==> src/rtl/duart_tx_sched_pkg.sv <==
// Shared DUART register map, status bit positions and scheduler state type
// for the transmit scheduler.
package duart_pkg;

  localparam logic [3:0] ADDR_SRA     = 4'h1;
  localparam logic [3:0] ADDR_THR     = 4'h3;
  localparam logic [3:0] ADDR_RHR     = 4'h3;
  localparam logic [3:0] ADDR_IMR     = 4'h5;
  localparam logic [3:0] ADDR_ISR     = 4'h5;
  localparam logic [3:0] ADDR_IPR     = 4'hD;
  localparam logic [3:0] ADDR_OPR_SET = 4'hE;
  localparam logic [3:0] ADDR_OPR_CLR = 4'hF;

  localparam int unsigned TXRDY_BIT = 2;

  typedef enum logic [1:0] {
    ST_IDLE  = 2'd0,
    ST_CPU   = 2'd1,
    ST_POLL  = 2'd2,
    ST_WRITE = 2'd3
  } state_e;

endpackage

==> src/rtl/duart_tx_sched_if.sv <==
// Bus bundle for the scheduler: CPU request port, transmit queue port and
// DUART register master port. The master modport is the surrounding system.
interface duart_tx_sched_if #(
  parameter int DEPTH = 16
);
  localparam int LW = $clog2(DEPTH) + 1;

  logic          cpu_req;
  logic          cpu_we;
  logic [3:0]    cpu_addr;
  logic [7:0]    cpu_di;
  logic [7:0]    cpu_do;
  logic          cpu_ack;

  logic          q_valid;
  logic [7:0]    q_data;
  logic          q_ready;
  logic [LW-1:0] q_level;

  logic          duart_enable;
  logic          duart_we;
  logic [3:0]    duart_addr;
  logic [7:0]    duart_di;
  logic [7:0]    duart_do;

  modport master (
    output cpu_req, cpu_we, cpu_addr, cpu_di,
    input  cpu_do, cpu_ack,
    output q_valid, q_data,
    input  q_ready, q_level,
    input  duart_enable, duart_we, duart_addr, duart_di,
    output duart_do
  );

  modport slave (
    input  cpu_req, cpu_we, cpu_addr, cpu_di,
    output cpu_do, cpu_ack,
    input  q_valid, q_data,
    output q_ready, q_level,
    output duart_enable, duart_we, duart_addr, duart_di,
    input  duart_do
  );

endinterface

==> src/rtl/duart_tx_sched_fifo.sv <==
// Byte queue feeding the transmit sequencer; full/empty/level are registered so
// a push can never sneak in on the same cycle a pop frees a slot.
module duart_tx_fifo #(
  parameter int DEPTH = 16
) (
  input  logic                     clk,
  input  logic                     reset_n,
  input  logic                     push_i,
  input  logic                     pop_i,
  input  logic [7:0]               wdata_i,
  output logic [7:0]               rdata_o,
  output logic                     full_o,
  output logic                     empty_o,
  output logic [$clog2(DEPTH):0]   level_o
);
  localparam int AW = $clog2(DEPTH);

  logic [7:0]    mem_q [DEPTH];
  logic [AW-1:0] wr_ptr_q, wr_ptr_d, rd_ptr_q, rd_ptr_d;
  logic [AW:0]   level_q, level_d;
  logic          full_q, full_d, empty_q, empty_d;
  logic          push_ok, pop_ok;

  assign push_ok = push_i && !full_q;
  assign pop_ok  = pop_i && !empty_q;

  // pointer and occupancy update; pointers wrap naturally at the power-of-two depth
  always_comb begin
    wr_ptr_d = wr_ptr_q;
    rd_ptr_d = rd_ptr_q;
    level_d  = level_q;
    if (push_ok) begin
      wr_ptr_d = wr_ptr_q + AW'(1);
    end else begin
      wr_ptr_d = wr_ptr_q;
    end
    if (pop_ok) begin
      rd_ptr_d = rd_ptr_q + AW'(1);
    end else begin
      rd_ptr_d = rd_ptr_q;
    end
    if (push_ok && !pop_ok) begin
      level_d = level_q + (AW+1)'(1);
    end else if (pop_ok && !push_ok) begin
      level_d = level_q - (AW+1)'(1);
    end else begin
      level_d = level_q;
    end
    full_d  = (level_d == (AW+1)'(DEPTH));
    empty_d = (level_d == (AW+1)'(0));
  end

  // control state
  always_ff @(posedge clk or negedge reset_n) begin
    if (!reset_n) begin
      wr_ptr_q <= '0;
      rd_ptr_q <= '0;
      level_q  <= '0;
      full_q   <= 1'b0;
      empty_q  <= 1'b1;
    end else begin
      wr_ptr_q <= wr_ptr_d;
      rd_ptr_q <= rd_ptr_d;
      level_q  <= level_d;
      full_q   <= full_d;
      empty_q  <= empty_d;
    end
  end

  // storage
  always_ff @(posedge clk) begin
    if (push_ok) begin
      mem_q[wr_ptr_q] <= wdata_i;
    end
  end

  assign rdata_o = mem_q[rd_ptr_q];
  assign full_o  = full_q;
  assign empty_o = empty_q;
  assign level_o = level_q;

endmodule

==> src/rtl/duart_tx_sched.sv <==
// Arbitrates the DUART register port between the CPU and a sequencer draining
// the TX queue into channel A. DUART_TX_SCHED_STATS_EN enables the tx_count counter.
module duart_tx_sched
  import duart_pkg::*;
#(
  parameter int DEPTH = 16
) (
  input  logic            clk,
  input  logic            reset_n,
  input  logic            clken,
  duart_tx_sched_if.slave bus,
  output logic            busy,
  output logic [15:0]     tx_count
);
  localparam int LW = $clog2(DEPTH) + 1;

  state_e        state_q, state_d;
  logic          last_seq_q, last_seq_d;
  logic          en_q, en_d, we_q, we_d;
  logic [3:0]    addr_q, addr_d;
  logic [7:0]    di_q, di_d;
  logic [7:0]    cpu_do_q, cpu_do_d;
  logic          cpu_ack_q, cpu_ack_d;
  logic          fifo_full, fifo_empty, pop_s;
  logic [7:0]    fifo_head;
  logic [LW-1:0] fifo_level;

  assign pop_s = clken && (state_q == ST_WRITE);

  duart_tx_fifo #(.DEPTH(DEPTH)) u_fifo (
    .clk     (clk),
    .reset_n (reset_n),
    .push_i  (bus.q_valid),
    .pop_i   (pop_s),
    .wdata_i (bus.q_data),
    .rdata_o (fifo_head),
    .full_o  (fifo_full),
    .empty_o (fifo_empty),
    .level_o (fifo_level)
  );

  // state register
  always_ff @(posedge clk or negedge reset_n) begin
    if (!reset_n) begin
      state_q    <= ST_IDLE;
      last_seq_q <= 1'b1;
    end else begin
      state_q    <= state_d;
      last_seq_q <= last_seq_d;
    end
  end

  // next state; the CPU wins IDLE unless it had the previous grant and the queue waits
  always_comb begin
    state_d    = state_q;
    last_seq_d = last_seq_q;
    if (clken) begin
      case (state_q)
        ST_IDLE: begin
          if (bus.cpu_req && (fifo_empty || last_seq_q)) begin
            state_d    = ST_CPU;
            last_seq_d = 1'b0;
          end else if (!fifo_empty) begin
            state_d    = ST_POLL;
            last_seq_d = 1'b1;
          end else begin
            state_d    = ST_IDLE;
          end
        end
        ST_CPU:   state_d = ST_IDLE;
        ST_POLL: begin
          if (bus.duart_do[TXRDY_BIT]) begin
            state_d = ST_WRITE;
          end else begin
            state_d = ST_IDLE;
          end
        end
        ST_WRITE: state_d = ST_IDLE;
        default:  state_d = ST_IDLE;
      endcase
    end else begin
      state_d    = state_q;
      last_seq_d = last_seq_q;
    end
  end

  // DUART port values for the state being entered; CPU fields are captured at grant
  always_comb begin
    en_d   = en_q;
    we_d   = we_q;
    addr_d = addr_q;
    di_d   = di_q;
    if (clken) begin
      case (state_d)
        ST_CPU: begin
          en_d   = 1'b1;
          we_d   = bus.cpu_we;
          addr_d = bus.cpu_addr;
          di_d   = bus.cpu_di;
        end
        ST_POLL: begin
          en_d   = 1'b1;
          we_d   = 1'b0;
          addr_d = ADDR_SRA;
          di_d   = 8'h00;
        end
        ST_WRITE: begin
          en_d   = 1'b1;
          we_d   = 1'b1;
          addr_d = ADDR_THR;
          di_d   = fifo_head;
        end
        default: begin
          en_d   = 1'b0;
          we_d   = 1'b0;
          addr_d = 4'h0;
          di_d   = 8'h00;
        end
      endcase
    end else begin
      en_d   = en_q;
      we_d   = we_q;
      addr_d = addr_q;
      di_d   = di_q;
    end
    cpu_ack_d = clken && (state_q == ST_CPU);
    if (clken && (state_q == ST_CPU) && !we_q) begin
      cpu_do_d = bus.duart_do;
    end else begin
      cpu_do_d = cpu_do_q;
    end
  end

  // registered outputs
  always_ff @(posedge clk or negedge reset_n) begin
    if (!reset_n) begin
      en_q      <= 1'b0;
      we_q      <= 1'b0;
      addr_q    <= 4'h0;
      di_q      <= 8'h00;
      cpu_do_q  <= 8'h00;
      cpu_ack_q <= 1'b0;
    end else begin
      en_q      <= en_d;
      we_q      <= we_d;
      addr_q    <= addr_d;
      di_q      <= di_d;
      cpu_do_q  <= cpu_do_d;
      cpu_ack_q <= cpu_ack_d;
    end
  end

`ifdef DUART_TX_SCHED_STATS_EN
  logic [15:0] tx_count_q, tx_count_d;

  // bytes handed to THR, wrapping at 16 bits
  always_comb begin
    if (pop_s) begin
      tx_count_d = tx_count_q + 16'd1;
    end else begin
      tx_count_d = tx_count_q;
    end
  end

  // transmit counter register
  always_ff @(posedge clk or negedge reset_n) begin
    if (!reset_n) begin
      tx_count_q <= 16'h0000;
    end else begin
      tx_count_q <= tx_count_d;
    end
  end

  assign tx_count = tx_count_q;
`else
  assign tx_count = 16'h0000;
`endif

  assign bus.duart_enable = en_q;
  assign bus.duart_we     = we_q;
  assign bus.duart_addr   = addr_q;
  assign bus.duart_di     = di_q;
  assign bus.cpu_do       = cpu_do_q;
  assign bus.cpu_ack      = cpu_ack_q;
  assign bus.q_ready      = !fifo_full;
  assign bus.q_level      = fifo_level;
  assign busy             = (state_q != ST_IDLE) || !fifo_empty;

endmodule

==> src/flat_wrapper.sv <==
// flat-port wrapper written by rule: the top's interface ports become plain ports
module duart_tx_sched_flat import duart_pkg::*;
#(
  parameter int DEPTH = 16
)
  (clk, reset_n, clken, busy, tx_count, bus_cpu_req, bus_cpu_we, bus_cpu_addr, bus_cpu_di, bus_cpu_do, bus_cpu_ack, bus_q_valid, bus_q_data, bus_q_ready, bus_q_level, bus_duart_enable, bus_duart_we, bus_duart_addr, bus_duart_di, bus_duart_do);
  duart_tx_sched_if #(.DEPTH(DEPTH)) bus_i ();
  input  logic clk;
  input  logic reset_n;
  input  logic clken;
  output logic busy;
  output logic [15:0] tx_count;
  input wire logic [$bits(bus_i.cpu_req)-1:0] bus_cpu_req;
  input wire logic [$bits(bus_i.cpu_we)-1:0] bus_cpu_we;
  input wire logic [$bits(bus_i.cpu_addr)-1:0] bus_cpu_addr;
  input wire logic [$bits(bus_i.cpu_di)-1:0] bus_cpu_di;
  output wire logic [$bits(bus_i.cpu_do)-1:0] bus_cpu_do;
  output wire logic [$bits(bus_i.cpu_ack)-1:0] bus_cpu_ack;
  input wire logic [$bits(bus_i.q_valid)-1:0] bus_q_valid;
  input wire logic [$bits(bus_i.q_data)-1:0] bus_q_data;
  output wire logic [$bits(bus_i.q_ready)-1:0] bus_q_ready;
  output wire logic [$bits(bus_i.q_level)-1:0] bus_q_level;
  output wire logic [$bits(bus_i.duart_enable)-1:0] bus_duart_enable;
  output wire logic [$bits(bus_i.duart_we)-1:0] bus_duart_we;
  output wire logic [$bits(bus_i.duart_addr)-1:0] bus_duart_addr;
  output wire logic [$bits(bus_i.duart_di)-1:0] bus_duart_di;
  input wire logic [$bits(bus_i.duart_do)-1:0] bus_duart_do;
  assign bus_i.cpu_req = bus_cpu_req;
  assign bus_i.cpu_we = bus_cpu_we;
  assign bus_i.cpu_addr = bus_cpu_addr;
  assign bus_i.cpu_di = bus_cpu_di;
  assign bus_cpu_do = bus_i.cpu_do;
  assign bus_cpu_ack = bus_i.cpu_ack;
  assign bus_i.q_valid = bus_q_valid;
  assign bus_i.q_data = bus_q_data;
  assign bus_q_ready = bus_i.q_ready;
  assign bus_q_level = bus_i.q_level;
  assign bus_duart_enable = bus_i.duart_enable;
  assign bus_duart_we = bus_i.duart_we;
  assign bus_duart_addr = bus_i.duart_addr;
  assign bus_duart_di = bus_i.duart_di;
  assign bus_i.duart_do = bus_duart_do;
  duart_tx_sched #(.DEPTH(DEPTH)) u_core (.clk(clk), .reset_n(reset_n), .clken(clken), .bus(bus_i), .busy(busy), .tx_count(tx_count));
endmodule
==> config.mk <==
export PLATFORM = sky130hd
export DESIGN_NAME = duart_tx_sched_flat
export DESIGN_NICKNAME = d
export VERILOG_FILES = /design/src/rtl/duart_tx_sched_pkg.sv /design/src/rtl/duart_tx_sched_if.sv /design/src/rtl/duart_tx_sched_fifo.sv /design/src/rtl/duart_tx_sched.sv /design/src/flat_wrapper.sv
export SDC_FILE = /design/constraint.sdc
export NUM_CORES = 1
export LEC_CHECK = 0
export BUFFER_PORTS_ARGS = -buffer_cell sky130_fd_sc_hd__buf_4
export CORE_ASPECT_RATIO = 0.9
export CORE_MARGIN = 4
export CORE_UTILIZATION = 50
export DETAILED_ROUTE_END_ITERATION = 12
export GPL_TIMING_DRIVEN = 0
export PLACE_DENSITY = 0.69
export SLEW_MARGIN = 20
export SYNTH_ARGS = -nofsm -noshare
export SYNTH_HDL_FRONTEND = slang
export SYNTH_HIERARCHICAL = 1
export SYNTH_SLANG_ARGS = --single-unit
==> constraint.sdc <==
create_clock -name clk -period 2.01 [get_ports clk]
set_input_delay 0.402 -clock clk [delete_from_list [all_inputs] [get_ports clk]]
set_output_delay 0.402 -clock clk [all_outputs]
set_load 0.005 [all_outputs]
==> flow_metrics.py <==
metrics = {
    "layout": {
        "area_growth_syn_to_layout_pct": 20.85,
        "drive_gt1_share_pct": 37.33,
        "final_nets": 553,
        "diodes": 0,
        "fin_util_pct": 61.63,
        "num-fill-cells": 1044,
    },
    "pwr": {
        "p_leak_uw": 0.003236,
        "p_per_area_nw_per_um2": 1371,
        "peakVddDrop_mv": 0.7604,
        "finalPower_uw": 11830,
    },
    "yosys": {
        "syn-cell-area_um2": 7142,
        "post_synth_and_or_nand_nor_area_fraction_pct": 7.638,
        "yosysWarnings": 6,
        "synthFlopType": "edfxtp_1",
        "synth_area_leader_cell": "edfxtp_1",
        "syn_avg_cell_area_um2": 17.42,
        "synth_seq_cells": 169,
        "yosysMostFrequentCell": "edfxtp_1",
        "synth_fa_ha_area_share_pct": 1.226,
        "synth-edff-count": 128,
        "synth_mux_area_share_pct": 12.09,
        "synth-xor-area-share_pct": 1.226,
        "synth-compound-area-share_pct": 4.765,
        "netlist_instances": 410,
        "postSynth.asyncResetShare_pct": 24.26,
        "synth_top_family_by_area": "multiplexers",
        "ys_types": 53,
        "synthTopCellsByCount": "128 x edfxtp_1, 39 x dfrtp_1, 23 x nand2_1, 21 x mux4_2, 18 x buf_4",
        "yosys.area.top_type_share_pct": 53.82,
        "ys_seq_area_share_pct": 68.22,
        "synthTopCellsByArea": "edfxtp_1 54%, dfrtp_1 14%, mux4_2 6.6%",
    },
    "timing": {
        "final-max-slew-violation-count": 0,
        "fin_crit_sh_pct": 99.48,
        "holdWs_ns": 0.1906,
        "setup_slack_ns": 0.01038,
        "hold_viol": 0,
        "finClkSkew_ns": 0.008900,
        "fin_crit_ns": 2.000,
        "max_freq_ghz": 0.5001,
        "timing.slew.headroom_pct": 39.51,
        "finalSetupViolations": 0,
        "tightest_slew_ns": 0.9040,
        "rsz0062_at_grt": "yes",
    },
    "route": {
        "drtIter0Drc": 349,
        "wirelength_um": 14270,
        "vias": 3882,
        "ant_nets": 0,
        "drc_errors": 0,
        "routed_via_density": 5.407,
        "wire_per_inst_um": 19.88,
        "first_pass_iters": 4,
    },
    "worst_setup_path": {
        "cp.required_ns": 2.31,
        "worstPathMaxFanout": 8,
        "end_kind": "register",
        "r2r_start": "u_core/u_fifo/rd_ptr_q[0]",
        "cp-start-kind": "register",
        "regToRegEndpoint": "u_core/bus.duart_di[3]",
        "r2r_setup_slack_ns": 0.01,
        "reg2regPathDepth": 6,
        "critPathKind": "reg -> reg",
        "crit_arrival_ns": 2.30,
    },
    "global_routing": {
        "gr-usage-all-layers_pct": 18.20,
        "overflow": 0,
        "antenna_found_initial": 0,
        "grt_max_degree": 42,
        "grt_pass1_vias": 3935,
        "grt_pass1_wl_um": 22010,
    },
    "place": {
        "hpwl_um": 9633,
        "pre_cts_slack_ns": -0.1719,
        "gp_congestion": 0.8450,
        "port_buffers": 63,
    },
    "die": {
        "fp.dieH_um": 121.4,
        "dieArea_um2": 16260,
        "rows": 41,
        "core_um2": 14000,
        "die_w_um": 134.0,
        "io_pins": 80,
        "start_util_pct": 51.00,
    },
    "clock_network": {
        "cts_tree": "yes",
        "clockBufferDepth": 2,
        "path_clk_slew_ns": 0.06,
        "cts_sinks": 169,
        "clk_latency_ns": 0.42,
        "root_buffer": "clkbuf_16",
        "cts_buffers": 17,
        "htree_levels": 4,
    },
    "worst_hold_path": {
        "hold_class": "in -> reg",
        "hp-start": "bus_cpu_addr[3]",
        "whs_path_depth": 3,
        "whs_endpoint": "u_core/bus.duart_addr[3]",
    },
    "status": {
        "status": "finished clean",
    },
    "flow_run": {
        "maxCapViolCount": 0,
    },
}
[routing by layer]
layer | GRT usage (%) | vias to the layer above | share of wire (%) | wire [um]
li1 | - | 1748 | - | -
met1 | 24.90 | 1992 | 44 | 6210
met2 | 29.36 | 131 | 50 | 7099
met3 | 4.146 | 11 | 5.7 | 810
met4 | 5.784 | 0 | 1.1 | 153
met5 | 0 | - | 0 | 0
[sequential cells by signal (all words and copies together) (netlist names)]
register / flops
u_core/u_fifo/mem_q: 128
u_core/bus.cpu_do: 8
u_core/bus.duart_di: 8
u_core/u_fifo/level_o: 5
u_core/bus.duart_addr: 4
u_core/u_fifo/rd_ptr_q: 4
u_core/u_fifo/wr_ptr_q: 4
u_core/state_q: 2
u_core/bus.cpu_ack: 1
u_core/bus.duart_enable: 1
u_core/bus.duart_we: 1
u_core/last_seq_q: 1
u_core/u_fifo/empty_o: 1
u_core/u_fifo/full_o: 1
[kinds of logic after synthesis]
kind of cell | count (synthesis)
AO/OA/AOI/OAI | 43
XOR/XNOR | 10
adder cells (fa/ha/maj) | 7
buffers and inverters | 45
flip-flops | 169
multiplexers | 41
other | 1
AND/OR/NAND/NOR | 94
[worst max-delay path, cell delays in order (launching register included)]
cell       delay (ns)
dfrtp_1          0.40
buf_12           0.17
clkbuf_16        0.17
mux4_2           0.50
a22oi_2          0.21
nand2_1          0.11
a221o_1          0.33
[layout by cell type (no fill, tap or decap), drive strengths merged, types with 13 or more instances in the layout]
cell,instances
nor2,13
dfrtp,39
edfxtp,128
and2,17
nand2,24
buf,94
mux4,32
a22oi,16
conb,16
clkbuf,27
[metrics by stage]
stage | cells | cell area [um2] | setup TNS, ns
final | 718 | 8631 | 0
after global routing | 718 | 8631 | -0.2739
after CTS | 714 | 8559 | -0.1494
after detailed placement | 681 | 7913 | -0.9953
after global placement | 681 | 7913 | -0.8325
after floorplan | 425 | 7198 | 0
[power breakdown]
| group | internal, uW | total (uW) | switching [uW] |
|---|---|---|---|
| Clock | 2130 | 3370 | 1240 |
| Sequential | 4400 | 4790 | 387 |
| Combinational | 1910 | 3680 | 1770 |
[what timing repair did]
item	4_1_cts	5_1_grt
endpoints found under the setup margin	8	11
hold buffers	1	0
endpoints found under the hold margin	39	0
resized for setup	7	20
cloned	0	1
pin swaps	3	10
setup buffers	0	3
[final cells by class]
| cell class | instances | area (um2) | share of cell area, % |
|---|---|---|---|
| buffer | 33 | 315.3 | 3.653 |
| inverter | 12 | 45.04 | 0.5219 |
| multi-input combinational | 211 | 2009 | 23.28 |
| tap | 193 | 241.5 | 2.798 |
| timing repair buffer | 68 | 530.5 | 6.147 |
| sequential | 169 | 4875 | 56.48 |
| clock inverter | 10 | 150.1 | 1.740 |
| clock buffer | 22 | 464.2 | 5.378 |
[how the worst max path moves through the flow]
stage	start	to	slack, ns	cells past startpoint
global placement	clken	u_core/u_fifo/full_o	-0.17	10
global route	u_core/u_fifo/rd_ptr_q[0]	u_core/bus.duart_di[3]	-0.07	6
CTS	u_core/u_fifo/rd_ptr_q[0]	u_core/bus.duart_di[4]	-0.05	6
detailed placement	clken	u_core/u_fifo/full_o	-0.17	10
finish	u_core/u_fifo/rd_ptr_q[0]	u_core/bus.duart_di[3]	0.01	6
floorplan	u_core/u_fifo/rd_ptr_q[0]	u_core/bus.duart_di[3]	0.18	6
Note: power is estimated with default switching activity, not from simulation.
